<file path="config.mk">
export PLATFORM = sky130hd
export DESIGN_NAME = fetch_ctrl
export DESIGN_NICKNAME = d
export VERILOG_FILES = /design/src/rtl/fetch_ctrl.sv
export SDC_FILE = /design/constraint.sdc
export NUM_CORES = 1
export LEC_CHECK = 0
export BUFFER_PORTS_ARGS = -buffer_cell sky130_fd_sc_hd__buf_2
export CAP_MARGIN = 25
export CELL_PAD_IN_SITES_DETAIL_PLACEMENT = 1
export CELL_PAD_IN_SITES_GLOBAL_PLACEMENT = 2
export CORE_AREA = 2 2 123 125
export DETAILED_ROUTE_END_ITERATION = 6
export DIE_AREA = 0 0 125 127
export GPL_TIMING_DRIVEN = 0
export PLACE_DENSITY = 0.91
export SLEW_MARGIN = 20
export SYNTH_ARGS = -nofsm -noshare
export SYNTH_HDL_FRONTEND = slang
export SYNTH_SLANG_ARGS = --single-unit
</file>
<file path="constraint.sdc">
create_clock -name clk -period 4.94 [get_ports clk]
set_input_delay 0.741 -clock clk [delete_from_list [all_inputs] [get_ports clk]]
set_output_delay 0.741 -clock clk [all_outputs]
set_load 0.01 [all_outputs]
</file>
<file path="src/rtl/fetch_ctrl.sv">
// Fetch-stage sequencer: owns the fetch PC, runs the single-outstanding imem handshake
// and holds each returned word until the instruction queue takes it.
module fetch_ctrl #(
  parameter logic [31:0] RESET_PC = 32'h0000_0000
) (
  input  logic        clk,
  input  logic        reset,
  input  logic        iq_full,
  input  logic        redirect_valid,
  input  logic [31:0] redirect_pc,
  input  logic        pred_taken,
  input  logic [31:0] pred_target,
  output logic        imem_req,
  output logic [31:0] imem_addr,
  input  logic        imem_gnt,
  input  logic        imem_rvalid,
  input  logic [31:0] imem_rdata,
  output logic        fetch_valid,
  output logic [31:0] fetch_pc,
  output logic [31:0] fetch_instr
);

  typedef enum logic [2:0] {StIdle, StReq, StWait, StHold, StDrain} state_e;

  state_e      state_q;
  logic [31:0] pc_q;
  logic [31:0] instr_q;

  assign imem_req    = (state_q == StReq);
  assign imem_addr   = pc_q;
  assign fetch_pc    = pc_q;
  assign fetch_instr = instr_q;
  // Redirect gates the offer so a wrong-path word can never be accepted.
  assign fetch_valid = (state_q == StHold) && !redirect_valid;

  always_ff @(posedge clk or negedge reset) begin
    if (!reset) begin
      state_q <= StIdle;
      pc_q    <= RESET_PC;
      instr_q <= 32'h0;
    end else if (redirect_valid) begin
      pc_q <= {redirect_pc[31:2], 2'b00};
      unique case (state_q)
        StIdle:  state_q <= StReq;
        // A grant in this cycle means a response for the old pc is still coming.
        StReq:   state_q <= imem_gnt ? StDrain : StReq;
        StWait:  state_q <= imem_rvalid ? StReq : StDrain;
        StHold:  state_q <= StReq;
        StDrain: state_q <= StDrain;
        default: state_q <= StIdle;
      endcase
    end else begin
      unique case (state_q)
        StIdle: state_q <= StReq;
        StReq: begin
          if (imem_gnt) state_q <= StWait;
        end
        StWait: begin
          if (imem_rvalid) begin
            instr_q <= imem_rdata;
            state_q <= StHold;
          end
        end
        StHold: begin
          if (!iq_full) begin
            pc_q    <= pred_taken ? pred_target : pc_q + 32'd4;
            state_q <= StReq;
          end
        end
        StDrain: begin
          if (imem_rvalid) state_q <= StReq;
        end
        default: state_q <= StIdle;
      endcase
    end
  end

endmodule

</file>
After elaboration in Yosys (flattened, before gate mapping). Cells that the tools add are included.

Bits in registers: 67. Input port bits: 103. Output and inout port bits: 98. Word-level logic and storage cells: 35.

Add/sub/neg operators: 1. Eq/ne operators: 9. Mux-type cells: 13. Bitwise gates (word level): 1. Reductions and logical operators: 8.

Operators by type and width (number): 32-bit two-way mux (4); 32-bit by 3-bit adder with 32-bit output (second input constant) (1); 3-bit two-way mux (7); 3-bit one-hot mux with 5 select lines (1); 3-bit one-hot mux with 4 select lines (1); 3-bit inequality test (second input constant) (3); 3-bit by 2-bit == test with 1-bit output (second input constant) (2); 4-bit AND reduction (1); 3-bit by 1-bit == test with 1-bit output (second input constant) (1); 3-bit == test (second input constant) (1); 3-bit zero test (1); 3-bit by 2-bit inequality test with 1-bit output (second input constant) (1); 3-bit AND reduction (1); 2-bit by 1-bit inequality test with 1-bit output (second input constant) (1); 2-bit AND reduction (1); 2-bit nonzero test (1); 2-bit OR reduction (1); 1-bit logical AND (1); 1-bit zero test (1); 1-bit NOT (1).

Depth between registers and ports, before layout. Gate-level depths: netlist of the first run.

Word-level depth: 5. Gate-level depth with buffers: 8. Gate-level depth less buffers: 6.

Least setup slack after synthesis of the first run. OpenSTA, ideal clock, no wires.

Kind: input -> register. From: in redirect_valid. To: reg instr_q[1] (netlist: fetch_instr[1]). Setup time: 0.127 ns. Arrival: 1.949 ns. Setup slack: 2.863 ns. Stages on the path: 4. Path buffers: 2. Cells stage by stage: or4_1 clkbuf_1 buf_1 mux2_1.

Cells in the longest elaborated chain, start to end: 2.

Ends and longest elaborated chain: start: declaration (line 9) `input logic redirect_valid,`; 1-bit NOT (no source line); 3-bit AND reduction (no source line); end signal: assignment (line 60) `instr_q <= imem_rdata;`; end: declaration (line 27) `logic [31:0] instr_q;`.

No other way between the ends. A chain may end at the register's enable or synchronous reset.

Final worst setup path of the first run.
From: in pred_taken. To: reg pc_q[27] (netlist: fetch_pc[27]).

Cells in the longest elaborated chain, start to end: 4.

Ends and longest elaborated chain: start: declaration (line 11) `input logic pred_taken,`; 32-bit two-way mux (line 66) `pc_q <= pred_taken ? pred_target : pc_q + 32'd4;`; 32-bit two-way mux (line 65) `if (!iq_full) begin`; 32-bit two-way mux (line 53) `unique case (state_q)`; 32-bit two-way mux (line 41) `end else if (redirect_valid) begin`; end signal: assignment (line 42) `pc_q <= {redirect_pc[31:2], 2'b00};`; end signal: assignment (line 66); end: declaration (line 26) `logic [31:0] pc_q;`.

No other way between the ends. The select of a mux whose other input is x is not followed.

==> results of run 1 <==
==> cell type report <==
cell class / count / area [um^2] / area share, %
plain buffers: 61 / 358 / 6.47
clock inverters: 6 / 66.3 / 1.20
inverters: 7 / 26.3 / 0.475
well taps: 184 / 230 / 4.16
flip-flops and latches: 67 / 1680 / 30.3
multi-input cells: 301 / 1930 / 34.9
clock buffers: 10 / 229 / 4.14
repair buffers: 198 / 1020 / 18.4
==> power groups by stage <==
stage               clock (mW)  sequential, mW  combinational (mW)
floorplan                    0           0.942               0.420
global placement             0           0.873               0.856
detailed placement           0           0.896               0.894
CTS                      0.663           0.886               0.897
global route             0.687           0.919               0.964
finish                   0.647           0.884               0.885
==> kinds of logic after synthesis <==
family / count (synthesis) / share of synthesized area (%)
adders and majority gates: 1 / 0.313
and+or+nand+nor: 136 / 18.2
xor gates and xnor gates: 17 / 3.73
muxes: 37 / 10.3
buffers and inverters: 68 / 9.62
AOI/OAI and AO/OA: 110 / 15.7
DFF: 67 / 42.0
==> cell usage in the layout (no fill, tap or decap), types with 2 or more instances in the layout <==
cell	Yosys	routed
nand4_1	11	11
buf_2	7	203
buf_1	5	5
a22oi_1	3	3
clkbuf_1	17	18
o31ai_1	2	2
nand3_1	33	33
and3_2	2	2
nor3_1	5	5
a211oi_1	4	4
and3_1	13	13
xnor2_1	3	3
mux2_2	32	32
dfrtp_1	67	67
mux2_1	2	2
buf_4	32	33
nand3_2	2	2
mux2i_1	3	3
inv_1	6	6
o21a_1	2	2
o21ai_0	44	44
clkbuf_16	0	9
xor2_1	14	14
nand2_1	39	39
nor2_1	14	14
clkinvlp_4	0	3
or4_1	4	4
a31oi_1	6	6
a21oi_1	38	38
==> worst reg2reg max path, stage by stage (launching register included) <==
cell and delay, ps:
dfrtp_1 500, nand3_1 190, nor3_1 470, buf_2 330, nand4_1 210, a211oi_1 300, a21oi_1 80
==> flip-flops by register name (all words and copies together) (netlist names) <==
| register | flops |
|---|---|
| fetch_instr | 32 |
| state_q | 3 |
| fetch_pc | 32 |
==> stage by stage <==
step | power [mW] | std cells
finish | 2.42 | 834
global route | 2.57 | 834
CTS | 2.45 | 834
detailed placement | 1.79 | 818
global placement | 1.73 | 817
floorplan | 1.36 | 436
==> per-layer routing <==
layer	global-route usage, %	routed length (um)	up-vias
met2	33.3	7690	118
met5	0	15	-
li1	-	-	1963
met4	7.32	347	2
met3	3.14	680	25
met1	24.1	6550	2059
==> worst max path at each step <==
stage                     endpoint  cells after the start
finish                fetch_pc[27]                      7
global route          fetch_pc[27]                      7
CTS                   fetch_pc[27]                      7
detailed placement    fetch_pc[27]                      7
global placement      fetch_pc[27]                      7
floorplan           fetch_instr[1]                      4
==> flow_summary.ini, run 1 <==
[cts]
clockRootBuffer = clkbuf_16
cts_max_path_buffers = 2
clock_latency_ps = 340
tritoncts = built
hold_buffers = 0
path_clk_slew_ps = 50
numCtsBuffers = 9
cts_setup_buffers = 0
cts_num_sinks = 67
cts_resized = 0
htree_levels = 3

[synth]
synth_cell_types = 53
yosys.area.top_type_share_pct = 42.0
ys_seq_elements = 67
synthTopCellsByCount = 67 x dfrtp_1, 44 x o21ai_0, 39 x nand2_1
synth-main-ff-cell = dfrtp_1
synth_cells = 436
synth_edf_count = 0
synth.largest_area_cell = dfrtp_1
ys_top_cells_by_area = dfrtp_1 42%, mux2_2 9.0%, buf_4 6.0%, o21ai_0 5.5%, a21oi_1 4.8%
syn_area_mm2 = 0.00399
syn_area_per_cell_um2 = 9.15
synth.most_common_cell = dfrtp_1
ys_async_sr_fraction_pct = 100
synth_seq_area_share_pct = 42.0
syn-num-nets = 540
yosys_warnings = 0

[sta]
finClkSkew_ps = 4.87
hold_viol = 0
post-route-period-util_pct = 45.5
tightestPinTransition_ps = 635
setup_tns_ps = 0
slew_viol_final = 0
fin_ws_ps = 2690
holdWs_ps = 292
rsz0062_at_grt = false
fmax_mhz = 445
relSlewSlack_pct = 57.7
period_needed_ps = 2250
final-setup-viol-count = 0

[setup_path]
reg2reg_slack_ps = 2750
worstPathRequired_ps = 5220
path_max_fanout = 10
cp_top_family = buffers and inverters
worst_r2r_path_depth = 6
rr_endpoint = fetch_pc[31]
path_class = input port to register
crit_chain = clkbuf_1, clkbuf_1, buf_1, nand3_1, nand3_1, o21ai_0, nand2_1
cpPeakStageDelay_ps = 530
cp.arrival_ps = 2520
cp-start-kind = input port
end_kind = register
worstReg2RegStart = fetch_pc[4]
startpoint = pred_taken
path_buf_inv = 3
slowest_stage = buf_1

[cells_and_area]
fin_util_pct = 38.4
drive_above_1_share_pct = 45.2
fin_area_mm2 = 0.00553
diodes = 0
nFillCells = 1766
fin_nets = 749
synthToLayoutAreaGrowth_pct = 38.6

[floorplanning]
die_h_um = 127
io_pins = 201
core_mm2 = 0.0144
die_w_um = 125
placement_rows = 44
dieArea_mm2 = 0.0159
initial_utilization_pct = 27.7

[power_and_ir_drop]
leakage_nw = 2.71
p_sw_mw = 0.871
comb_power_share_pct = 36.6
p_per_area_mw_per_mm2 = 437
ir_worst_vdd_mv = 0.185
clkPwrFrac_pct = 26.8
swShare_pct = 36.0
p_int_mw = 1.55
pwr-share-seq_pct = 36.6

[place]
io_buffer_count = 197
placement.cell_area_mm2 = 0.00524
dp_hpwl_mm = 11.8
pre_cts_ws_ps = 2350
routabilityCongestion = 0.837

[global_routing]
antenna_found_initial = 1
grtUsageTotal_pct = 19.2
grt_max_degree = 49
grt_pass1_vias = 4385
grt-ovfl-total = 0
grt_pass1_wl_mm = 24.0

[routing]
vias = 4167
ant_nets = 0
drt_drc_violations_left = 0
viasPerCell = 5.00
totalWireLength_mm = 15.3
wl_per_cell_um = 18.3
drtIter0Drc = 160
first_pass_iters = 4

[job]
cap_violations = 0

[worst_hold_path]
hp-class = input port to asynchronous set/reset pin

[status]
outcome = completed
Power figures use the tool's default switching activity.
==> run 2: changes to the inputs <==
--- a/config.mk
+++ b/config.mk
@@ -9,11 +9,11 @@
 export CAP_MARGIN = 25
 export CELL_PAD_IN_SITES_DETAIL_PLACEMENT = 1
 export CELL_PAD_IN_SITES_GLOBAL_PLACEMENT = 2
-export CORE_AREA = 2 2 123 125
+export CORE_AREA = 2 2 135 137
 export DETAILED_ROUTE_END_ITERATION = 6
-export DIE_AREA = 0 0 125 127
+export DIE_AREA = 0 0 137 139
 export GPL_TIMING_DRIVEN = 0
-export PLACE_DENSITY = 0.91
+export PLACE_DENSITY = 0.81
 export SLEW_MARGIN = 20
 export SYNTH_ARGS = -nofsm -noshare
 export SYNTH_HDL_FRONTEND = slang
==> constraint.sdc (replaced) <==
create_clock -name clk -period 1.85 [get_ports clk]
set_input_delay 0.2775 -clock clk [delete_from_list [all_inputs] [get_ports clk]]
set_output_delay 0.2775 -clock clk [all_outputs]
set_load 0.01 [all_outputs]
==> run 2 against run 1 <==
Against the previous run: worst hold slack got worse by 150 ps; first-iteration DRC count increased by 1.9%; count of clock-buffer cells in the layout decreased by 1; flip-flop and latch count unchanged; final cell count increased by 10%; largest cell class unchanged; global-route usage decreased by 2.3 points; highest routed layer is now met4; register-to-register slack got worse by 2700 ps; power increased to 2.7 times the previous value; sequential power increased to 2.6 times the previous value; routed wire length increased by 7.3%.
==> flow_summary.ini, run 2 (synthesis results as in run 1) <==
[setup_path]
path_class = register to register
crit_chain = nand4_1, nor3_4, buf_6, nand4_1, a211oi_2, a21oi_1
worstPathRequired_ps = 2070
cp_top_family = simple AND/OR/NAND/NOR gates
critPathMostFrequentCell = nand4_1
reg2reg_slack_ps = 50
cpPeakStageDelay_ps = 420
rr_endpoint = fetch_pc[31]
cp-start-kind = register
path_max_fanout = 10
slowest_stage = dfrtp_2
end_kind = register
path_buf_inv = 1
worstReg2RegStart = fetch_pc[3]
worst_r2r_path_depth = 6
cp.arrival_ps = 2020

[routing]
ant_nets = 0
vias = 4389
totalWireLength_mm = 16.4
drt_drc_violations_left = 0
wl_per_cell_um = 17.9
drtIter0Drc = 163
viasPerCell = 4.79
first_pass_iters = 4

[cells_and_area]
fin_area_mm2 = 0.00603
nFillCells = 2124
final_common_cell = buf_2
fin_nets = 786
final_cell_mix = 199 x buf_2, 74 x buf_4, 48 x dfrtp_1, 42 x o21ai_0, 39 x nand2_1
instances_no_fill = 917
drive_above_1_share_pct = 54.3
multi_input_area_mm2 = 0.00201
regArea_mm2 = 0.00170
fin_util_pct = 34.2
synthToLayoutAreaGrowth_pct = 51.1

[sta]
relSlewSlack_pct = 52.8
slew_viol_final = 0
finClkSkew_ps = 7.54
post-route-period-util_pct = 97.0
fmax_mhz = 557
final-setup-viol-count = 0
fin_ws_ps = 54.7
period_needed_ps = 1800
hold_viol = 0
holdWs_ps = 141
tightestPinTransition_ps = 708

[power_and_ir_drop]
p_per_area_mw_per_mm2 = 1100
leakage_nw = 2.93
ir_worst_vdd_mv = 0.416

[cts]
cts_num_sinks = 67
tritoncts = built
htree_levels = 3
numCtsBuffers = 9
path_clk_slew_ps = 60
cts_max_path_buffers = 2
clock_latency_ps = 340
clockRootBuffer = clkbuf_16

[job]
cap_violations = 0

[floorplanning]
initial_utilization_pct = 22.6
io_pins = 201
dieArea_mm2 = 0.0190
core_mm2 = 0.0177
die_w_um = 137
die_h_um = 139
placement_rows = 49

[global_routing]
antenna_found_initial = 1
grt_max_degree = 36
grt-ovfl-total = 0
grt_pass1_wl_mm = 24.6
grtUsageTotal_pct = 16.9
grt_pass1_vias = 4411

[worst_hold_path]
hp-start = redirect_pc[3]
hp-class = input port to register
min_to = fetch_pc[3]
hold_path_depth = 3

[place]
pre_cts_ws_ps = -433
placed_cells = 863
dp_hpwl_mm = 12.0
io_buffer_count = 197
placement.cell_area_mm2 = 0.00529
routabilityCongestion = 0.796

[status]
outcome = completed
[run 2: changes by cell type in the layout (fill, tap and decap cells not counted), sizes merged]
cell | previous run | this run
buf | 242 | 279
bufinv | 1 | 0
clkbuf | 27 | 25
clkinv | 3 | 7
clkinvlp | 3 | 0
diode | 0 | 1
dlygate4sd3 | 0 | 1
inv | 6 | 7
[run 2: worst register-to-register path, cell delays in order (launching register included)]
cell      delay, ps
dfrtp_2         420
nand4_1         240
nor3_4          300
buf_6           190
nand4_1         210
a211oi_2        260
a21oi_1          60
[run 2: repair_timing]
| action | in CTS | in global routing |
|---|---|---|
| endpoints found under the setup margin | 61 | 53 |
| resized for setup | 32 | 33 |
| pin swaps | 2 | 12 |
| setup buffers | 5 | 34 |
| hold endpoints to repair | 32 | 0 |
| hold buffers | 1 | 0 |
[run 2: how the worst max path moves through the flow]
stage,from,to,slack (ps),cells after the start
global route,fetch_pc[3],fetch_pc[31],-7,6
detailed placement,pred_taken,fetch_pc[27],-430,7
CTS,fetch_pc[3],fetch_pc[31],-20,6
global placement,pred_taken,fetch_pc[27],-390,7
floorplan,fetch_pc[11],fetch_pc[25],60,5
finish,fetch_pc[3],fetch_pc[31],50,6
[run 2: where the power goes]
group          total (mW)  internal, mW  switching [mW]
Combinational        2.68          1.34            1.34
Clock                1.63         0.916           0.716
Sequential           2.31          1.96           0.347
[run 2: final cells by class]
cell class | instances | area share (%)
repair buffers | 237 | 21.8
plain buffers | 59 | 6.74
clock inverters | 7 | 0.892
well taps | 229 | 4.75
multi-input cells | 301 | 33.4
diodes | 1 | 0.0415
clock buffers | 9 | 3.73
flip-flops and latches | 67 | 28.2
inverters | 7 | 0.436
[run 2: per-stage QoR]
step	total power, mW	TNS (ps)
finish	6.62	0
global route	7.05	-10.3
CTS	6.49	-31.5
detailed placement	4.76	-10140
global placement	4.61	-6620
floorplan	3.64	0
[run 2: per-layer routing]
metal | vias up | share of wire, % | routed length [um] | GRT usage (%)
li1 | 2042 | - | - | -
met1 | 2163 | 43 | 7050 | 22.4
met2 | 165 | 48 | 7840 | 27.5
met3 | 19 | 7.7 | 1270 | 3.44
met4 | 0 | 1.4 | 227 | 5.10
met5 | - | 0 | 0 | 0
==> run 3: changes to the inputs <==
--- a/config.mk
+++ b/config.mk
@@ -14,6 +14,7 @@
 export DIE_AREA = 0 0 137 139
 export GPL_TIMING_DRIVEN = 0
 export PLACE_DENSITY = 0.81
+export SETUP_SLACK_MARGIN = 0.4
 export SLEW_MARGIN = 20
 export SYNTH_ARGS = -nofsm -noshare
 export SYNTH_HDL_FRONTEND = slang
==> run 3 against run 2 <==
Against the previous run: design area grew 12%; power grew 10%; core utilization grew 4.0 points; clock power grew 5%; sequential share of layout area shrank 2.9 points; count of clock-buffer cells in the layout grew 6; global-route usage grew 0.74 points; non-clock buffer count grew 16.
==> flow_summary.ini, run 3 (synthesis results as in run 1) <==
[cells_and_area]
drive_above_1_share_pct = 64.3
instances_no_fill = 932
regArea_mm2 = 0.00170
multi_input_area_mm2 = 0.00233
fin_area_mm2 = 0.00673
diodes = 0
final_cell_mix = 193 x buf_2, 61 x buf_4, 46 x dfrtp_1, 32 x nand2_1, 31 x mux2_2
final_common_cell = buf_2
nFillCells = 2065
synthToLayoutAreaGrowth_pct = 68.6
fin_nets = 802

[sta]
fin_ws_ps = 76.5
tightestPinTransition_ps = 835
period_needed_ps = 1770
fmax_mhz = 564
rsz0062_at_grt = true
slew_viol_final = 0
final-setup-viol-count = 0
relSlewSlack_pct = 44.3
finClkSkew_ps = 9.46
post-route-period-util_pct = 95.9
hold_viol = 0
setup_tns_ps = 0

[floorplanning]
core_mm2 = 0.0177
placement_rows = 49
die_w_um = 137
initial_utilization_pct = 22.6
dieArea_mm2 = 0.0190
io_pins = 201
die_h_um = 139

[worst_hold_path]
hp-class = input port to register

[routing]
ant_nets = 0
drt_drc_violations_left = 0
totalWireLength_mm = 17.3
drtIter0Drc = 127
wl_per_cell_um = 18.6
vias = 4447
viasPerCell = 4.77
first_pass_iters = 4

[setup_path]
worstPathRequired_ps = 2070
cpPeakStageDelay_ps = 400
cp_top_family = compound AO/OA/AOI/OAI gates
path_max_fanout = 8
slowest_stage = dfrtp_1
end_kind = register
path_class = register to register
cp-start-kind = register
cp.arrival_ps = 1990
crit_chain = clkbuf_8, nand4bb_4, buf_6, buf_12, a211oi_2, nor3_1, a211oi_1, a21oi_1
path_buf_inv = 3

[place]
placed_cells = 863
placement.cell_area_mm2 = 0.00547
dp_hpwl_mm = 12.5
pre_cts_ws_ps = -209
routabilityCongestion = 0.798
io_buffer_count = 197

[global_routing]
grtUsageTotal_pct = 17.6
antenna_found_initial = 1
grt-ovfl-total = 0
grt_pass1_wl_mm = 25.5
grt_pass1_vias = 4666
grt_max_degree = 45

[power_and_ir_drop]
leakage_nw = 3.15
p_total_mw = 7.30
ir_worst_vdd_mv = 0.473
p_per_area_mw_per_mm2 = 1090

[cts]
clockRootBuffer = clkbuf_16
path_clk_slew_ps = 60
htree_levels = 3
cts_max_path_buffers = 2
numCtsBuffers = 9
tritoncts = built
cts_num_sinks = 67
clock_latency_ps = 340

[status]
outcome = completed

[job]
cap_violations = 0
## run 3: cell count changes in the layout (fill, tap and decap cells not counted), sizes merged
cell    change
clkinv      -5
diode       -1
buf        +13
clkbuf      +9
inv         -1
## run 3: where the power goes
| part | internal (mW) | switching, mW | leakage, nW |
|---|---|---|---|
| Combinational | 1.71 | 1.55 | 2.19 |
| Sequential | 1.96 | 0.382 | 0.805 |
| Clock | 1.09 | 0.618 | 0.152 |
| Total | 4.76 | 2.55 | 3.15 |
## run 3: path summary, 6_finish.rpt
path	from	endpoint	slack, ps	depth (start not counted)
min in group asynchronous	reset	fetch_instr[30]	410	2
worst max register to register	state_q[2]	fetch_pc[31]	80	8
worst max-delay path	state_q[2]	fetch_pc[31]	80	8
worst min register to register	fetch_instr[28]	fetch_instr[28]	500	1
max in group asynchronous	reset	fetch_pc[21]	870	3
worst min-delay path	redirect_pc[3]	fetch_pc[3]	150	3
## run 3: stage by stage
stage	utilization, %	hold slack (ps)
finish	38.1	154
global route	38.1	166
CTS	35.2	146
detailed placement	31.0	228
global placement	30.8	482
floorplan	-	-18.1
## run 3: per-layer routing
layer	GRT usage (%)	routed length [um]	share of wire (%)	vias up
li1	-	-	-	2071
met1	21.2	7190	42	2161
met2	30.5	8700	50	184
met3	3.14	1010	5.8	29
met4	7.38	399	2.3	2
met5	0	10	0.058	-
## run 3: repair_timing
| action | 4_1_cts | 5_1_grt |
|---|---|---|
| cloned | 0 | 2 |
| resized for setup | 59 | 85 |
| buffers inserted | 29 | 21 |
| pin swaps | 17 | 34 |
| hold endpoints to repair | 23 | 0 |
| hold buffers | 1 | 0 |
| setup endpoints to repair | 72 | 76 |
## run 3: tightest hold or removal path: cells and delay by family
kind	cells	cell delay [ps]
AOI/OAI and AO/OA	1	60
and+or+nand+nor	1	40
buffers and inverters	1	70
## run 3: area by class of cell
type | count | area share, %
clock buffers | 15 | 4.42
clock inverters | 1 | 0.0744
plain buffers | 61 | 7.57
flip-flops and latches | 67 | 25.3
multi-input cells | 301 | 34.6
inverters | 7 | 0.539
well taps | 229 | 4.26
repair buffers | 251 | 23.3
